[src/rtl/ft_out_serializer_if.sv]
// ---------------------------------------------------------------------------
// ft_out_serializer_if
//
// Purpose: bundles the response-word handshake from the wishbone master and
// the byte-stream side toward the FTDI TX byte FIFO used by ft_out_serializer.
//
// Signals:
//   out_ready      : serializer can accept a word from the master
//   out_en         : single-cycle word strobe from the master
//   out_status     : response status (first word of a packet only)
//   out_address    : response address (first word of a packet only)
//   out_data_count : data words in the packet (first word only, 0 means 1)
//   out_data       : data word, sampled on every accepted strobe
//   byte_wr_en     : registered write strobe to the TX byte FIFO
//   byte_data      : registered byte, valid while byte_wr_en is high
//   byte_full      : FIFO almost-full (always leaves one free slot)
//   pkt_done       : pulse with the final byte of a packet
//   busy           : packet in progress
//
// Modports:
//   slave  : the serializer's view
//   master : the environment's view (word source plus FIFO)
// ---------------------------------------------------------------------------
interface ft_out_serializer_if;
  logic        out_ready;
  logic        out_en;
  logic [31:0] out_status;
  logic [31:0] out_address;
  logic [27:0] out_data_count;
  logic [31:0] out_data;
  logic        byte_wr_en;
  logic [7:0]  byte_data;
  logic        byte_full;
  logic        pkt_done;
  logic        busy;

  modport slave (
    output out_ready,
    input  out_en,
    input  out_status,
    input  out_address,
    input  out_data_count,
    input  out_data,
    output byte_wr_en,
    output byte_data,
    input  byte_full,
    output pkt_done,
    output busy
  );

  modport master (
    input  out_ready,
    output out_en,
    output out_status,
    output out_address,
    output out_data_count,
    output out_data,
    input  byte_wr_en,
    input  byte_data,
    output byte_full,
    input  pkt_done,
    input  busy
  );
endinterface

[src/rtl/ft_out_serializer.sv]
// ---------------------------------------------------------------------------
// ft_out_serializer
//
// Purpose: turns response words from the wishbone master into an MSB-first
// byte stream for the FT245 TX byte FIFO. Each packet is a sync byte, four
// status bytes, four address bytes, then four bytes per data word. pkt_done
// marks the final byte so the FTDI side can raise SIWU and flush. Everything
// runs on clk; the byte FIFO handles the crossing to ftdi_clk.
//
// Ports:
//   clk  : system clock, all logic on posedge
//   rst  : synchronous, active-high reset
//   bus  : ft_out_serializer_if.slave (word handshake in, byte stream out)
//
// Parameter:
//   SYNC_BYTE : first byte of every response packet
// ---------------------------------------------------------------------------
module ft_out_serializer #(
  parameter logic [7:0] SYNC_BYTE = 8'hDC
) (
  input  logic                 clk,
  input  logic                 rst,
  ft_out_serializer_if.slave   bus
);

  typedef enum logic [1:0] {
    IDLE = 2'd0,
    HDR  = 2'd1,
    DATA = 2'd2,
    NEXT = 2'd3
  } state_t;

  state_t      state, state_n;

  // idx is the index of the next byte to be issued within HDR (0..8) or
  // within the current data word in DATA (0..3).
  logic [3:0]  idx, idx_n;
  logic [27:0] words_left, words_left_n;
  logic [31:0] status_q, status_n;
  logic [31:0] address_q, address_n;
  logic [31:0] data_q, data_n;

  logic        out_ready_q, out_ready_n;
  logic        wr_en_q, wr_en_n;
  logic [7:0]  byte_q, byte_n;
  logic        pkt_done_q, pkt_done_n;
  logic        busy_q, busy_n;

  logic        accept;
  logic [7:0]  hdr_byte;
  logic [7:0]  data_byte;

  // A word is only taken while the registered ready is visible to the master,
  // so a strobe during a packet (or in the drain cycle after the last byte of
  // a word) has no effect.
  assign accept = bus.out_en && out_ready_q;

  // Header byte selected by idx: sync byte, then status and address MSB first.
  always_comb begin
    hdr_byte = 8'h00;
    case (idx)
      4'd0:    hdr_byte = SYNC_BYTE;
      4'd1:    hdr_byte = status_q[31:24];
      4'd2:    hdr_byte = status_q[23:16];
      4'd3:    hdr_byte = status_q[15:8];
      4'd4:    hdr_byte = status_q[7:0];
      4'd5:    hdr_byte = address_q[31:24];
      4'd6:    hdr_byte = address_q[23:16];
      4'd7:    hdr_byte = address_q[15:8];
      4'd8:    hdr_byte = address_q[7:0];
      default: hdr_byte = 8'h00;
    endcase
  end

  // Data byte selected by the low bits of idx, MSB first.
  always_comb begin
    data_byte = 8'h00;
    case (idx[1:0])
      2'd0:    data_byte = data_q[31:24];
      2'd1:    data_byte = data_q[23:16];
      2'd2:    data_byte = data_q[15:8];
      default: data_byte = data_q[7:0];
    endcase
  end

  // Next-state and next-output logic. All outputs are registered, so this
  // block decides what the FIFO will see in the following cycle. A byte is
  // issued whenever byte_full is low in the current cycle; the FIFO's spare
  // slot absorbs the write already on the bus when full rises.
  // out_ready is raised only from a cycle already spent in IDLE or NEXT, which
  // puts it one cycle after the last byte of a word rather than alongside it.
  always_comb begin
    state_n      = state;
    idx_n        = idx;
    words_left_n = words_left;
    status_n     = status_q;
    address_n    = address_q;
    data_n       = data_q;
    out_ready_n  = 1'b0;
    wr_en_n      = 1'b0;
    byte_n       = byte_q;
    pkt_done_n   = 1'b0;

    case (state)
      IDLE: begin
        out_ready_n = 1'b1;
        if (accept) begin
          status_n     = bus.out_status;
          address_n    = bus.out_address;
          data_n       = bus.out_data;
          words_left_n = (bus.out_data_count == 28'd0) ? 28'd1 : bus.out_data_count;
          out_ready_n  = 1'b0;
          state_n      = HDR;
          // The sync byte goes out straight from the accepting edge so it
          // lands in the very next cycle.
          if (!bus.byte_full) begin
            wr_en_n = 1'b1;
            byte_n  = SYNC_BYTE;
            idx_n   = 4'd1;
          end else begin
            idx_n   = 4'd0;
          end
        end
      end

      HDR: begin
        if (!bus.byte_full) begin
          wr_en_n = 1'b1;
          byte_n  = hdr_byte;
          if (idx == 4'd8) begin
            idx_n   = 4'd0;
            state_n = DATA;
          end else begin
            idx_n   = idx + 4'd1;
          end
        end
      end

      DATA: begin
        if (!bus.byte_full) begin
          wr_en_n = 1'b1;
          byte_n  = data_byte;
          if (idx == 4'd3) begin
            idx_n        = 4'd0;
            words_left_n = words_left - 28'd1;
            // words_left is never below 1 here, so 1 means this was the last
            // word of the packet.
            if (words_left == 28'd1) begin
              pkt_done_n = 1'b1;
              state_n    = IDLE;
            end else begin
              state_n    = NEXT;
            end
          end else begin
            idx_n = idx + 4'd1;
          end
        end
      end

      NEXT: begin
        out_ready_n = 1'b1;
        if (accept) begin
          // Follow-on words only carry data; header fields stay as latched.
          data_n      = bus.out_data;
          out_ready_n = 1'b0;
          state_n     = DATA;
          if (!bus.byte_full) begin
            wr_en_n = 1'b1;
            byte_n  = bus.out_data[31:24];
            idx_n   = 4'd1;
          end else begin
            idx_n   = 4'd0;
          end
        end
      end

      default: begin
        state_n = IDLE;
      end
    endcase

    // busy stays up through the pkt_done cycle and drops on the one after.
    busy_n = (state_n != IDLE) || pkt_done_n;
  end

  // State and output registers. Reset abandons any packet in flight: all
  // outputs go quiet and out_ready returns one cycle after reset is released.
  always_ff @(posedge clk) begin
    if (rst) begin
      state       <= IDLE;
      idx         <= 4'd0;
      words_left  <= 28'd0;
      status_q    <= 32'd0;
      address_q   <= 32'd0;
      data_q      <= 32'd0;
      out_ready_q <= 1'b0;
      wr_en_q     <= 1'b0;
      byte_q      <= 8'h00;
      pkt_done_q  <= 1'b0;
      busy_q      <= 1'b0;
    end else begin
      state       <= state_n;
      idx         <= idx_n;
      words_left  <= words_left_n;
      status_q    <= status_n;
      address_q   <= address_n;
      data_q      <= data_n;
      out_ready_q <= out_ready_n;
      wr_en_q     <= wr_en_n;
      byte_q      <= byte_n;
      pkt_done_q  <= pkt_done_n;
      busy_q      <= busy_n;
    end
  end

  assign bus.out_ready  = out_ready_q;
  assign bus.byte_wr_en = wr_en_q;
  assign bus.byte_data  = byte_q;
  assign bus.pkt_done   = pkt_done_q;
  assign bus.busy       = busy_q;

endmodule

[src/flat_wrapper.sv]
// flat-port wrapper written by rule: the top's interface ports become plain ports
module ft_out_serializer_flat 
#(
  parameter logic [7:0] SYNC_BYTE = 8'hDC
)
  (clk, rst, bus_out_ready, bus_out_en, bus_out_status, bus_out_address, bus_out_data_count, bus_out_data, bus_byte_wr_en, bus_byte_data, bus_byte_full, bus_pkt_done, bus_busy);
  ft_out_serializer_if bus_i ();
  input  logic clk;
  input  logic rst;
  output wire logic [$bits(bus_i.out_ready)-1:0] bus_out_ready;
  input wire logic [$bits(bus_i.out_en)-1:0] bus_out_en;
  input wire logic [$bits(bus_i.out_status)-1:0] bus_out_status;
  input wire logic [$bits(bus_i.out_address)-1:0] bus_out_address;
  input wire logic [$bits(bus_i.out_data_count)-1:0] bus_out_data_count;
  input wire logic [$bits(bus_i.out_data)-1:0] bus_out_data;
  output wire logic [$bits(bus_i.byte_wr_en)-1:0] bus_byte_wr_en;
  output wire logic [$bits(bus_i.byte_data)-1:0] bus_byte_data;
  input wire logic [$bits(bus_i.byte_full)-1:0] bus_byte_full;
  output wire logic [$bits(bus_i.pkt_done)-1:0] bus_pkt_done;
  output wire logic [$bits(bus_i.busy)-1:0] bus_busy;
  assign bus_out_ready = bus_i.out_ready;
  assign bus_i.out_en = bus_out_en;
  assign bus_i.out_status = bus_out_status;
  assign bus_i.out_address = bus_out_address;
  assign bus_i.out_data_count = bus_out_data_count;
  assign bus_i.out_data = bus_out_data;
  assign bus_byte_wr_en = bus_i.byte_wr_en;
  assign bus_byte_data = bus_i.byte_data;
  assign bus_i.byte_full = bus_byte_full;
  assign bus_pkt_done = bus_i.pkt_done;
  assign bus_busy = bus_i.busy;
  ft_out_serializer #(.SYNC_BYTE(SYNC_BYTE)) u_core (.clk(clk), .rst(rst), .bus(bus_i));
endmodule
[config.mk]
export PLATFORM = sky130hd
export DESIGN_NAME = ft_out_serializer_flat
export DESIGN_NICKNAME = d
export VERILOG_FILES = /design/src/rtl/ft_out_serializer_if.sv /design/src/rtl/ft_out_serializer.sv /design/src/flat_wrapper.sv
export SDC_FILE = /design/constraint.sdc
export NUM_CORES = 1
export LEC_CHECK = 0
export ABC_AREA = 1
export BUFFER_PORTS_ARGS = -buffer_cell sky130_fd_sc_hd__clkbuf_2
export CAP_MARGIN = 10
export CORE_MARGIN = 8
export CORE_UTILIZATION = 24
export DETAILED_ROUTE_END_ITERATION = 10
export GPL_ROUTABILITY_DRIVEN = 0
export PLACE_DENSITY = 0.45
export SLEW_MARGIN = 20
export SYNTH_ARGS = -nofsm -noshare
export SYNTH_HDL_FRONTEND = slang
export SYNTH_SLANG_ARGS = --single-unit
export TNS_END_PERCENT = 50
[constraint.sdc]
create_clock -name clk -period 1.75 [get_ports clk]
set_clock_uncertainty 0.1 [all_clocks]
set_input_delay 0 -clock clk [delete_from_list [all_inputs] [get_ports clk]]
set_output_delay 0 -clock clk [all_outputs]
set_load 0.1 [all_outputs]
==> impl_metrics.prom, run 1 <==
# TYPE chip_impl_metric gauge
chip_impl_metric{name="grt_pass1_wl",unit="mm"} 41.5
chip_impl_info{name="cts_tree",value="done"} 1
chip_impl_info{name="run_status",value="finished, final reports clean"} 1
chip_impl_metric{name="clock_network_fraction_of_total_power",unit="%"} 35.9
chip_impl_metric{name="pin_count",unit=""} 140
chip_impl_info{name="beginning_of_the_critical_path",value="u_core.idx[1]"} 1
chip_impl_info{name="crit_path_end_kind",value="flop"} 1
chip_impl_metric{name="ff2ff_setup_slack",unit="ps"} 60
chip_impl_metric{name="ys_ff_latch",unit=""} 142
chip_impl_info{name="clk_root_buffer_cell",value="sky130_fd_sc_hd__clkbuf_16"} 1
chip_impl_metric{name="power.switching",unit="mW"} 3.54
chip_impl_metric{name="netlist_area",unit="mm²"} 0.00708
chip_impl_metric{name="final_net_count",unit=""} 1521
chip_impl_metric{name="grt_antenna_before_repair",unit=""} 0
chip_impl_metric{name="core_region_area",unit="mm²"} 0.0293
chip_impl_info{name="netlist_top_cells_area",value="sky130_fd_sc_hd__dfxtp_1 40%, sky130_fd_sc_hd__nand2_1 11%, sky130_fd_sc_hd__a21oi_1 10%"} 1
chip_impl_info{name="ys.flop_type",value="sky130_fd_sc_hd__dfxtp_1"} 1
chip_impl_metric{name="fmax",unit="MHz"} 590
chip_impl_metric{name="die_h",unit="µm"} 188
chip_impl_metric{name="first_pass_iters",unit=""} 5
chip_impl_info{name="worst_r2r_end",value="u_core.bus.byte_data[4]"} 1
chip_impl_metric{name="transition_time_at_the_pin_with_the_least_slew_margin",unit="ps"} 692
chip_impl_metric{name="hold_path_depth",unit=""} 4
chip_impl_metric{name="worst_r2r_path_depth",unit=""} 9
chip_impl_metric{name="route.detailed.drc",unit=""} 0
chip_impl_info{name="crit_path_start_kind",value="flop"} 1
chip_impl_metric{name="period_needed",unit="ps"} 1690
chip_impl_metric{name="initial_utilization",unit="%"} 24.2
chip_impl_metric{name="clock_latency",unit="ps"} 420
chip_impl_metric{name="input_output_buffers",unit=""} 139
chip_impl_metric{name="fin_worst_hold_slack",unit="ps"} 16.9
chip_impl_metric{name="postSynthNetCount",unit=""} 1201
chip_impl_metric{name="syn-instance-count",unit=""} 1062
chip_impl_metric{name="cts.clk_slew.worst_paths",unit="ps"} 70
chip_impl_metric{name="p_int",unit="mW"} 6.81
chip_impl_metric{name="cap_violations",unit=""} 0
chip_impl_metric{name="final_antenna_net_count",unit=""} 0
chip_impl_metric{name="switching_share",unit="%"} 34.2
chip_impl_metric{name="finalWorstSetupSlack",unit="ps"} 55.3
chip_impl_info{name="synth_area_leader_cell",value="sky130_fd_sc_hd__dfxtp_1"} 1
chip_impl_metric{name="worst-endpoint-arrival",unit="ps"} 1900
chip_impl_info{name="holdPathEnd",value="u_core.idx[2]"} 1
chip_impl_metric{name="portion_of_the_post_synthesis_area_used_by_sequential_elements",unit="%"} 40.1
chip_impl_metric{name="area.growth.synth_to_final",unit="%"} 56.8
chip_impl_metric{name="total_global_route_track_usage",unit="%"} 14.4
chip_impl_metric{name="final_hold_viol_count",unit=""} 0
chip_impl_metric{name="sequentialPowerShare",unit="%"} 36.1
chip_impl_metric{name="design.die.area",unit="mm²"} 0.0353
chip_impl_metric{name="grt_pass1_vias",unit=""} 8070
chip_impl_metric{name="cts_num_sinks",unit=""} 142
chip_impl_info{name="worst_hold_path_type",value="primary input to flop"} 1
chip_impl_metric{name="synth_enable_flop_cells",unit=""} 0
chip_impl_metric{name="detail_route.wl_per_cell",unit="µm"} 14.5
chip_impl_metric{name="irDropWorstVdd",unit="µV"} 513
chip_impl_metric{name="floorplan.rows",unit=""} 63
chip_impl_metric{name="power.static_leakage",unit="nW"} 4.79
chip_impl_info{name="synth.cells.most_frequent",value="199 x sky130_fd_sc_hd__nand2_1, 143 x sky130_fd_sc_hd__a21oi_1, 143 x sky130_fd_sc_hd__nor2_1"} 1
chip_impl_info{name="post-synth-top-count-cell",value="sky130_fd_sc_hd__nand2_1"} 1
chip_impl_metric{name="clock_path_buffers",unit=""} 2
chip_impl_metric{name="finalCritPeriodShare",unit="%"} 96.8
chip_impl_info{name="crit-reg2reg-launch",value="u_core.idx[1]"} 1
chip_impl_metric{name="avgViaCountPerCell",unit=""} 4.47
chip_impl_metric{name="n_antenna_cell",unit=""} 0
chip_impl_metric{name="first_iter_violations",unit=""} 358
chip_impl_metric{name="dp_slack",unit="ps"} -138
chip_impl_metric{name="share_comb_of_total_power",unit="%"} 27.9
chip_impl_metric{name="detailed_place_hpwl",unit="mm"} 18.7
chip_impl_metric{name="setup_violations",unit=""} 0
chip_impl_metric{name="worst-endpoint-required",unit="ps"} 1960
chip_impl_metric{name="crit_path_max_fanout",unit=""} 6
chip_impl_metric{name="power_density",unit="mW/mm²"} 932
chip_impl_info{name="setup_repair_after_global_routing_missed_its_margin",value="true"} 1
chip_impl_metric{name="routed-via-count",unit=""} 7977
chip_impl_metric{name="synth_cell_type_count",unit=""} 36
chip_impl_metric{name="yosysWarningCount",unit=""} 0
chip_impl_info{name="criticalPathCategory",value="flop to flop"} 1
chip_impl_metric{name="postSynth.asyncResetShare",unit="%"} 0
chip_impl_metric{name="grt_max_degree",unit=""} 73
chip_impl_metric{name="grt_overflow_total",unit=""} 0
chip_impl_metric{name="synth_top_area_share",unit="%"} 40.1
chip_impl_metric{name="dieWidth",unit="µm"} 188
chip_impl_metric{name="slew_headroom",unit="%"} 53.9
chip_impl_metric{name="syn_avg_cell_area",unit="µm²"} 6.67
chip_impl_metric{name="layout-drive-gt1-share",unit="%"} 26.1
chip_impl_metric{name="route.final.wire_length",unit="mm"} 26.0
chip_impl_info{name="hold_start",value="rst"} 1
chip_impl_metric{name="slew_violations",unit=""} 0
chip_impl_metric{name="cts_inserted_buffers",unit=""} 17
chip_impl_metric{name="cts_htree_levels",unit=""} 4
[cell usage in the layout, fill, tap and decap left out, types with 62 or more instances in the layout]
cell type                       count
sky130_fd_sc_hd__nor2_1           128
sky130_fd_sc_hd__nand3_1           62
sky130_fd_sc_hd__nand2_1          187
sky130_fd_sc_hd__a21oi_1          133
sky130_fd_sc_hd__o21ai_0          117
sky130_fd_sc_hd__dfxtp_1          136
sky130_fd_sc_hd__inv_1             89
sky130_fd_sc_hd__clkbuf_2         139
sky130_fd_sc_hd__dlygate4sd3_1    125
sky130_fd_sc_hd__buf_4             76
[power groups by stage]
stage               clock (mW)  combinational, mW  sequential, mW
floorplan                    0               1.30            3.96
global placement             0               2.48            3.80
detailed placement           0               2.48            3.79
CTS                       3.81               2.78            3.73
global route              3.95               3.21            3.78
finish                    3.72               2.89            3.74
[sequential cells by signal, summed over array words and instances, names as in the netlist, 2 cells and up]
| signal | count |
|---|---|
| u_core.address_q | 32 |
| u_core.data_q | 32 |
| u_core.state | 2 |
| u_core.status_q | 32 |
| u_core.words_left | 28 |
| u_core.bus.byte_data | 8 |
| u_core.idx | 4 |
[metrics by stage]
step | cells | area (µm²) | utilization (%) | setup TNS (ps) | power (mW)
after floorplan | 1062 | 7100 | - | -2.33 | 5.26
after global placement | 1621 | 8800 | 30.0 | -1820 | 6.27
after detailed placement | 1621 | 8800 | 30.0 | -3110 | 6.27
after CTS | 1780 | 10800 | 36.8 | -22.7 | 10.3
after global routing | 1785 | 11100 | 37.9 | -381 | 10.9
final | 1785 | 11100 | 37.9 | 0 | 10.4
[critical path: stages (launching register included)]
cell and delay, ps:
sky130_fd_sc_hd__dfxtp_4 370, sky130_fd_sc_hd__buf_4 140, sky130_fd_sc_hd__ha_4 170, sky130_fd_sc_hd__nand3_2 80, sky130_fd_sc_hd__buf_6 130, sky130_fd_sc_hd__o22ai_1 80
sky130_fd_sc_hd__a21oi_1 230, sky130_fd_sc_hd__nand3_1 140, sky130_fd_sc_hd__nand2_1 80, sky130_fd_sc_hd__a21oi_1 60
[routing by layer]
| metal | GRT usage (%) | share of wire (%) | up-vias |
|---|---|---|---|
| li1 | - | - | 4132 |
| met1 | 17.7 | 46 | 3668 |
| met2 | 25.0 | 49 | 157 |
| met3 | 3.18 | 4.2 | 20 |
| met4 | 3.79 | 1.2 | 0 |
| met5 | 0 | 0 | - |
[cell families after synthesis]
| family | after synthesis | share of synthesized area (%) |
|---|---|---|
| compound gates | 301 | 22.3 |
| xor+xnor | 5 | 0.618 |
| fa+ha+maj | 11 | 1.94 |
| buf+inv | 165 | 9.27 |
| flops | 142 | 40.1 |
| simple gates | 438 | 25.8 |
[worst max-delay path by stage]
| stage | endpoint | cells past startpoint |
|---|---|---|
| after floorplan | u_core.bus.byte_data[2] | 11 |
| after global placement | u_core.bus.byte_data[6] | 10 |
| after detailed placement | u_core.bus.byte_data[0] | 11 |
| after CTS | u_core.bus.byte_data[6] | 10 |
| after global routing | u_core.bus.byte_data[0] | 13 |
| final | u_core.bus.byte_data[4] | 9 |
[final cells by class]
cell class                      count  area, µm²
Tap cell                          390        488
Fill cell                        3102      18200
Sequential cell                   142       2860
Timing Repair Buffer              359       2810
Inverter                          107        419
Clock buffer                       17        425
Clock inverter                     15        175
Multi-Input combinational cell    755       3920
[timing repair]
item | 4_1_cts | 5_1_grt
buffers inserted | 2 | 5
hold buffers | 125 | 0
setup endpoints to repair | 39 | 41
pin swaps | 3 | 23
gates resized for setup | 30 | 95
endpoints found under the hold margin | 131 | 0
(Power assumes the default switching activity.)
==> inputs of run 2 (changes only) <==
Clock period 1.75 ns to 1.4 ns, I/O delays scaled along.
==> run 2 against run 1 <==
Net effect: the run now ends with setup timing left; count of clock-buffer cells in the layout rose by 1; register-to-register slack got worse by 390 ps; hold slack improved by 34 ps; non-clock buffer count rose by 75; sequential share of layout area fell by 3.1 points; critical endpoint is now u_core.words_left[18].
==> impl_metrics.prom, run 2 (synthesis results as in run 1) <==
# TYPE chip_impl_metric gauge
chip_impl_metric{name="route.detailed.drc",unit=""} 0
chip_impl_metric{name="fmax",unit="MHz"} 577
chip_impl_metric{name="finalCritPeriodShare",unit="%"} 124
chip_impl_metric{name="route.final.wire_length",unit="mm"} 29.1
chip_impl_metric{name="final_hold_viol_count",unit=""} 0
chip_impl_metric{name="design.die.area",unit="mm²"} 0.0353
chip_impl_metric{name="slowest_delay",unit="ps"} 340
chip_impl_info{name="setup_repair_after_global_routing_missed_its_margin",value="true"} 1
chip_impl_metric{name="grt_max_degree",unit=""} 58
chip_impl_info{name="critical-path-top-cell-by-count",value="sky130_fd_sc_hd__nand2_4"} 1
chip_impl_metric{name="worst-endpoint-required",unit="ps"} 1600
chip_impl_metric{name="detail_route.wl_per_cell",unit="µm"} 15.7
chip_impl_metric{name="ff2ff_setup_slack",unit="ps"} -330
chip_impl_info{name="critical_path.cell_chain",value="buf_6 > inv_6 > ha_4 > nand2_4 > nor2_4 > nand2_4 > nor3_4 > buf_4 > o21ai_2 > nand2_1 > a21oi_1"} 1
chip_impl_metric{name="cts_num_sinks",unit=""} 142
chip_impl_metric{name="cts_inserted_buffers",unit=""} 17
chip_impl_metric{name="grt_pass1_wl",unit="mm"} 44.6
chip_impl_metric{name="routed-via-count",unit=""} 8463
chip_impl_info{name="layout_commonest_cell",value="sky130_fd_sc_hd__nand2_1"} 1
chip_impl_metric{name="clock_latency",unit="ps"} 430
chip_impl_metric{name="first_iter_violations",unit=""} 425
chip_impl_metric{name="fin_worst_hold_slack",unit="ps"} 50.7
chip_impl_metric{name="setup_violations",unit=""} 119
chip_impl_metric{name="slew_violations",unit=""} 0
chip_impl_metric{name="detailed_place_hpwl",unit="mm"} 19.5
chip_impl_metric{name="grt_pass1_vias",unit=""} 8379
chip_impl_metric{name="routed-wl-met3",unit="mm"} 1.04
chip_impl_metric{name="worst-endpoint-arrival",unit="ps"} 1930
chip_impl_info{name="cts_tree",value="done"} 1
chip_impl_info{name="critPathTopFamily",value="simple AND/OR/NAND/NOR gates"} 1
chip_impl_metric{name="final_net_count",unit=""} 1597
chip_impl_metric{name="core_region_area",unit="mm²"} 0.0293
chip_impl_metric{name="floorplan.rows",unit=""} 63
chip_impl_metric{name="power_density",unit="mW/mm²"} 1110
chip_impl_metric{name="wl_met1",unit="mm"} 13.9
chip_impl_info{name="criticalPathCategory",value="flop to flop"} 1
chip_impl_metric{name="fillerInstances",unit=""} 2979
chip_impl_info{name="commonest_non_fill_non_tap_cells_in_the_layout",value="172 x sky130_fd_sc_hd__nand2_1, 135 x sky130_fd_sc_hd__clkbuf_2, 129 x sky130_fd_sc_hd__dfxtp_1, 126 x sky130_fd_sc_hd__dlygate4sd3_1, 118 x sky130_fd_sc_hd__buf_4"} 1
chip_impl_metric{name="total_global_route_track_usage",unit="%"} 15.6
chip_impl_metric{name="dp_cell_count",unit=""} 1661
chip_impl_metric{name="cts.clk_slew.worst_paths",unit="ps"} 70
chip_impl_metric{name="power.static_leakage",unit="nW"} 5.39
chip_impl_metric{name="cap_violations",unit=""} 0
chip_impl_metric{name="dieWidth",unit="µm"} 188
chip_impl_metric{name="final_antenna_net_count",unit=""} 0
chip_impl_info{name="worst_hold_path_type",value="primary input to flop"} 1
chip_impl_metric{name="cts_htree_levels",unit=""} 4
chip_impl_metric{name="transition_time_at_the_pin_with_the_least_slew_margin",unit="ps"} 558
chip_impl_metric{name="layout-drive-gt1-share",unit="%"} 39.6
chip_impl_metric{name="crit_path_max_fanout",unit=""} 4
chip_impl_metric{name="period_needed",unit="ps"} 1730
chip_impl_info{name="violations",value="setup timing"} 1
chip_impl_metric{name="grt_antenna_before_repair",unit=""} 1
chip_impl_metric{name="first_pass_iters",unit=""} 5
chip_impl_metric{name="pin_count",unit=""} 140
chip_impl_info{name="crit_path_top_delay_cell",value="sky130_fd_sc_hd__dfxtp_2"} 1
chip_impl_info{name="clk_root_buffer_cell",value="sky130_fd_sc_hd__clkbuf_16"} 1
chip_impl_metric{name="final_cell_count_no_fill",unit=""} 1862
chip_impl_metric{name="slew_headroom",unit="%"} 63.0
chip_impl_metric{name="clock_path_buffers",unit=""} 2
chip_impl_metric{name="wl_met2",unit="mm"} 13.7
chip_impl_info{name="biggestRegsByFlops",value="u_core.address_q: 32 flops, u_core.data_q: 32 flops, u_core.status_q: 32 flops"} 1
chip_impl_info{name="crit_path_start_kind",value="flop"} 1
chip_impl_info{name="run_status",value="finished, violations left"} 1
chip_impl_metric{name="critical_path_buf_inv_count",unit=""} 3
chip_impl_metric{name="area.growth.synth_to_final",unit="%"} 78.7
chip_impl_metric{name="irDropWorstVdd",unit="µV"} 668
chip_impl_metric{name="avgViaCountPerCell",unit=""} 4.55
chip_impl_metric{name="input_output_buffers",unit=""} 139
chip_impl_metric{name="grt_overflow_total",unit=""} 0
chip_impl_metric{name="finalWorstSetupSlack",unit="ps"} -333
chip_impl_info{name="crit_path_end_kind",value="flop"} 1
chip_impl_metric{name="die_h",unit="µm"} 188
chip_impl_metric{name="initial_utilization",unit="%"} 24.2
chip_impl_info{name="dr.max_layer_used",value="met4"} 1
==> run 2: cell types whose count changed in the layout (fill, tap and decap cells not counted), sizes merged <==
cell / before / now
buf: 95 / 166
clkbuf: 156 / 160
clkinv: 4 / 6
bufinv: 1 / 0
diode: 0 / 1
dlygate4sd3: 125 / 126
inv: 115 / 114
==> run 2: timing repair <==
action,in CTS,in global routing
gates resized for setup,153,237
gates cloned,4,5
hold endpoints to repair,134,0
hold buffers,126,0
pin swaps,20,54
setup buffers,14,20
endpoints found under the setup margin,142,142
==> run 2: worst paths after layout <==
kind | from | end | depth (start not counted)
max reg2reg | u_core.words_left[1] | u_core.words_left[18] | 11
min | bus_out_en | u_core.state[0] | 6
min reg2reg | u_core.address_q[16] | u_core.address_q[16] | 2
max | u_core.words_left[1] | u_core.words_left[18] | 11
==> run 2: per-stage QoR <==
| step | worst slack (ps) | utilization (%) | TNS [ps] | power [mW] | area (µm²) |
|---|---|---|---|---|---|
| 6_report | -333 | 43.2 | -13560 | 14.0 | 12700 |
| 2_1_floorplan | -219 | - | -15510 | 6.74 | 7320 |
| 3_3_place_gp | -479 | 31.5 | -31790 | 8.20 | 9240 |
| 4_1_cts | -285 | 39.7 | -18990 | 13.4 | 11600 |
| 5_1_grt | -435 | 43.2 | -21620 | 14.8 | 12700 |
| 3_5_place_dp | -469 | 31.5 | -32980 | 8.20 | 9240 |
==> run 2: cell type report <==
type                            instances  area [µm²]  area share (%)
Antenna cell                            1        2.50          0.0198
Timing Repair inverter                  1        7.51          0.0593
Clock inverter                         14         120           0.949
Tap cell                              390         488            3.86
Inverter                              107         430            3.40
Clock buffer                           18         439            3.47
Multi-Input combinational cell        755        4600            36.3
Sequential cell                       142        2870            22.6
Timing Repair Buffer                  434        3710            29.3
==> run 2: tightest hold or removal path: cells and delay by family <==
| kind | cells | cell delay (ps) |
|---|---|---|
| compound gates | 2 | 200 |
| simple gates | 3 | 220 |
| buf+inv | 1 | 100 |
==> run 2: metal layers <==
metal  vias up  GRT usage [%]
li1       4302              -
met1      3967           21.1
met2       164           24.8
met3        30           2.84
met4         0           5.00
met5         -              0
==> run 2: report_power, final <==
part	leakage [nW]	internal, mW	total (mW)	switching (mW)
sequential	1.17	4.44	4.70	0.260
combinational	3.94	2.27	4.93	2.66
clock	0.280	2.38	4.39	2.01
total	5.39	9.09	14.0	4.94
==> inputs of run 3 (changes only) <==
--- a/config.mk
+++ b/config.mk
@@ -13,4 +13,5 @@
 export DETAILED_ROUTE_END_ITERATION = 10
 export GPL_ROUTABILITY_DRIVEN = 0
+export GPL_TIMING_DRIVEN = 0
 export PLACE_DENSITY = 0.45
 export SLEW_MARGIN = 20
==> constraint.sdc (replaced) <==
create_clock -name clk -period 1.4 [get_ports clk]
set_clock_uncertainty 0.1 [all_clocks]
set_input_delay 0.14 -clock clk [delete_from_list [all_inputs] [get_ports clk]]
set_output_delay 0.14 -clock clk [all_outputs]
set_load 0.1 [all_outputs]
==> run 3 against run 2 <==
Net effect: the run still ends with setup timing left; sequential power is essentially flat; highest routed layer unchanged; flip-flop and latch count is the same; critical path depth shrank 1; clock power grew 10%; critical path type unchanged; first-iteration DRC count grew 20%; core utilization shrank 1.0 points; global-route usage grew 0.38 points.
==> impl_metrics.prom, run 3 (synthesis results as in run 1) <==
# TYPE chip_impl_metric gauge
chip_impl_metric{name="worst-endpoint-arrival",unit="ps"} 1930
chip_impl_metric{name="input_output_buffers",unit=""} 138
chip_impl_info{name="violations",value="setup timing"} 1
chip_impl_metric{name="cap_violations",unit=""} 0
chip_impl_metric{name="area.growth.synth_to_final",unit="%"} 74.4
chip_impl_metric{name="grt_overflow_total",unit=""} 0
chip_impl_metric{name="report.power.total",unit="mW"} 14.0
chip_impl_metric{name="grt_pass1_wl",unit="mm"} 44.8
chip_impl_metric{name="detail_route.wl_per_cell",unit="µm"} 16.3
chip_impl_metric{name="dp_cell_count",unit=""} 1590
chip_impl_metric{name="power.static_leakage",unit="nW"} 5.02
chip_impl_info{name="crit_path_top_delay_cell",value="sky130_fd_sc_hd__dfxtp_4"} 1
chip_impl_info{name="layout_commonest_cell",value="sky130_fd_sc_hd__nand2_1"} 1
chip_impl_metric{name="finalWorstSetupSlack",unit="ps"} -346
chip_impl_metric{name="fin_worst_hold_slack",unit="ps"} 20.2
chip_impl_info{name="clk_root_buffer_cell",value="sky130_fd_sc_hd__clkbuf_16"} 1
chip_impl_info{name="holdPathEnd",value="u_core.bus.byte_wr_en"} 1
chip_impl_metric{name="grt_antenna_before_repair",unit=""} 0
chip_impl_metric{name="worst-endpoint-required",unit="ps"} 1590
chip_impl_metric{name="final_net_count",unit=""} 1524
chip_impl_metric{name="routed-via-count",unit=""} 8214
chip_impl_metric{name="avgViaCountPerCell",unit=""} 4.59
chip_impl_info{name="cts_tree",value="done"} 1
chip_impl_info{name="critPathTopFamily",value="buffers and inverters"} 1
chip_impl_metric{name="final_cell_count_no_fill",unit=""} 1788
chip_impl_metric{name="detailed_place_hpwl",unit="mm"} 20.5
chip_impl_metric{name="fmax",unit="MHz"} 573
chip_impl_metric{name="first_iter_violations",unit=""} 512
chip_impl_metric{name="route.final.wire_length",unit="mm"} 29.2
chip_impl_metric{name="worst_r2r_path_depth",unit=""} 10
chip_impl_metric{name="slew_headroom",unit="%"} 45.1
chip_impl_metric{name="setup_violations",unit=""} 128
chip_impl_info{name="crit_path_start_kind",value="flop"} 1
chip_impl_metric{name="grt_max_degree",unit=""} 17
chip_impl_metric{name="initial_utilization",unit="%"} 24.2
chip_impl_metric{name="cts_inserted_buffers",unit=""} 17
chip_impl_info{name="biggestRegsByFlops",value="u_core.address_q: 32 flops, u_core.data_q: 32 flops, u_core.status_q: 32 flops"} 1
chip_impl_info{name="run_status",value="finished, violations left"} 1
chip_impl_metric{name="seq_area",unit="mm²"} 0.00288
chip_impl_metric{name="irDropWorstVdd",unit="µV"} 925
chip_impl_metric{name="critical_path_buf_inv_count",unit=""} 4
chip_impl_metric{name="transition_time_at_the_pin_with_the_least_slew_margin",unit="ps"} 823
chip_impl_metric{name="crit_path_max_fanout",unit=""} 7
chip_impl_metric{name="cts_num_sinks",unit=""} 142
chip_impl_info{name="hold_start",value="bus_byte_full"} 1
chip_impl_metric{name="finish.utilization",unit="%"} 42.1
chip_impl_metric{name="layout-drive-gt1-share",unit="%"} 38.1
chip_impl_info{name="commonest_non_fill_non_tap_cells_in_the_layout",value="171 x sky130_fd_sc_hd__nand2_1, 131 x sky130_fd_sc_hd__clkbuf_2, 128 x sky130_fd_sc_hd__dfxtp_1, 118 x sky130_fd_sc_hd__dlygate4sd3_1, 96 x sky130_fd_sc_hd__a21oi_1"} 1
chip_impl_metric{name="dieWidth",unit="µm"} 188
chip_impl_metric{name="clock_path_buffers",unit=""} 2
chip_impl_metric{name="fillerInstances",unit=""} 2999
chip_impl_info{name="critical-path-top-cell-by-count",value="sky130_fd_sc_hd__buf_6"} 1
chip_impl_metric{name="die_h",unit="µm"} 188
chip_impl_metric{name="first_pass_iters",unit=""} 5
chip_impl_metric{name="period_needed",unit="ps"} 1750
chip_impl_info{name="critical_path.cell_chain",value="ha_4 > nand2_8 > nor2_4 > o21ai_4 > buf_6 > clkinv_8 > buf_6 > buf_6 > a21oi_2 > nor3_1"} 1
chip_impl_metric{name="n_antenna_cell",unit=""} 0
chip_impl_metric{name="ff2ff_setup_slack",unit="ps"} -350
chip_impl_info{name="worst_hold_path_type",value="primary input to flop"} 1
chip_impl_metric{name="cp.depth",unit=""} 10
chip_impl_metric{name="placement.cell_area",unit="mm²"} 0.00850
chip_impl_info{name="setup_repair_after_global_routing_missed_its_margin",value="true"} 1
chip_impl_metric{name="cts_htree_levels",unit=""} 4
chip_impl_metric{name="slew_violations",unit=""} 0
chip_impl_metric{name="route.detailed.drc",unit=""} 0
chip_impl_metric{name="slowest_delay",unit="ps"} 380
chip_impl_metric{name="total_global_route_track_usage",unit="%"} 16.0
chip_impl_info{name="worst_r2r_end",value="u_core.words_left[13]"} 1
chip_impl_metric{name="clock_latency",unit="ps"} 430
chip_impl_metric{name="design.die.area",unit="mm²"} 0.0353
chip_impl_info{name="criticalPathCategory",value="flop to flop"} 1
chip_impl_metric{name="core_region_area",unit="mm²"} 0.0293
chip_impl_metric{name="finalCritPeriodShare",unit="%"} 125
chip_impl_metric{name="cts.clk_slew.worst_paths",unit="ps"} 70
chip_impl_info{name="crit_path_end_kind",value="flop"} 1
chip_impl_metric{name="final_antenna_net_count",unit=""} 0
chip_impl_metric{name="finalInstanceArea",unit="mm²"} 0.0124
chip_impl_metric{name="pin_count",unit=""} 140
chip_impl_metric{name="hold_path_depth",unit=""} 4
chip_impl_info{name="crit-reg2reg-launch",value="u_core.idx[1]"} 1
chip_impl_metric{name="grt_pass1_vias",unit=""} 8141
chip_impl_metric{name="final_hold_viol_count",unit=""} 0
chip_impl_metric{name="floorplan.rows",unit=""} 63
chip_impl_metric{name="multi_input_area",unit="mm²"} 0.00480
chip_impl_metric{name="power_density",unit="mW/mm²"} 1130
[run 3: cell type report]
class                           count  share of cell area [%]
Inverter                          107                    3.81
Buffer                             52                    4.74
Tap cell                          390                    3.95
Timing Repair Buffer              310                    20.3
Multi-Input combinational cell    755                    38.9
Clock buffer                       17                    3.44
Sequential cell                   142                    23.3
Clock inverter                     15                    1.58
[run 3: stage by stage]
| step | setup slack (ps) | setup TNS, ps |
|---|---|---|
| CTS | -377 | -18300 |
| floorplan | -219 | -15510 |
| global placement | -930 | -69160 |
| global route | -424 | -26000 |
| detailed placement | -886 | -68920 |
| finish | -346 | -18230 |
[run 3: how the worst max path moves through the flow]
stage                               start                      end  slack (ps)
after floorplan           u_core.state[0]  u_core.bus.byte_data[0]        -220
after global placement                rst        u_core.data_q[21]        -930
after detailed placement              rst        u_core.data_q[21]        -890
after CTS                   u_core.idx[0]  u_core.bus.byte_data[5]        -380
after global routing      u_core.state[0]  u_core.bus.byte_data[0]        -420
final                       u_core.idx[1]    u_core.words_left[13]        -350
[run 3: where the power goes]
part           switching, mW  total [mW]  internal, mW
registers              0.280        4.72          4.44
logic                   2.56        4.46          1.90
clock network           2.11        4.84          2.73
total                   4.95        14.0          9.07
[run 3: worst min-delay path, cell delays in order]
cell                       delay, ps
sky130_fd_sc_hd__clkbuf_2        160
sky130_fd_sc_hd__nor2_1           70
sky130_fd_sc_hd__nand2_1          90
sky130_fd_sc_hd__inv_1            40
[run 3: metal layers]
metal / wire, µm / vias up / GRT usage (%)
met5: 0 / - / 0
met4: 600 / 0 / 4.67
li1: - / 4156 / -
met1: 13700 / 3843 / 21.5
met2: 13700 / 178 / 25.7
met3: 1150 / 37 / 2.90
[run 3: what timing repair did]
action / CTS / global route
endpoints found under the hold margin: 118 / 0
gates resized for setup: 241 / 297
hold buffers: 118 / 0
setup endpoints to repair: 154 / 149
setup buffers: 29 / 18
gates cloned: 2 / 5
pin swaps: 22 / 67
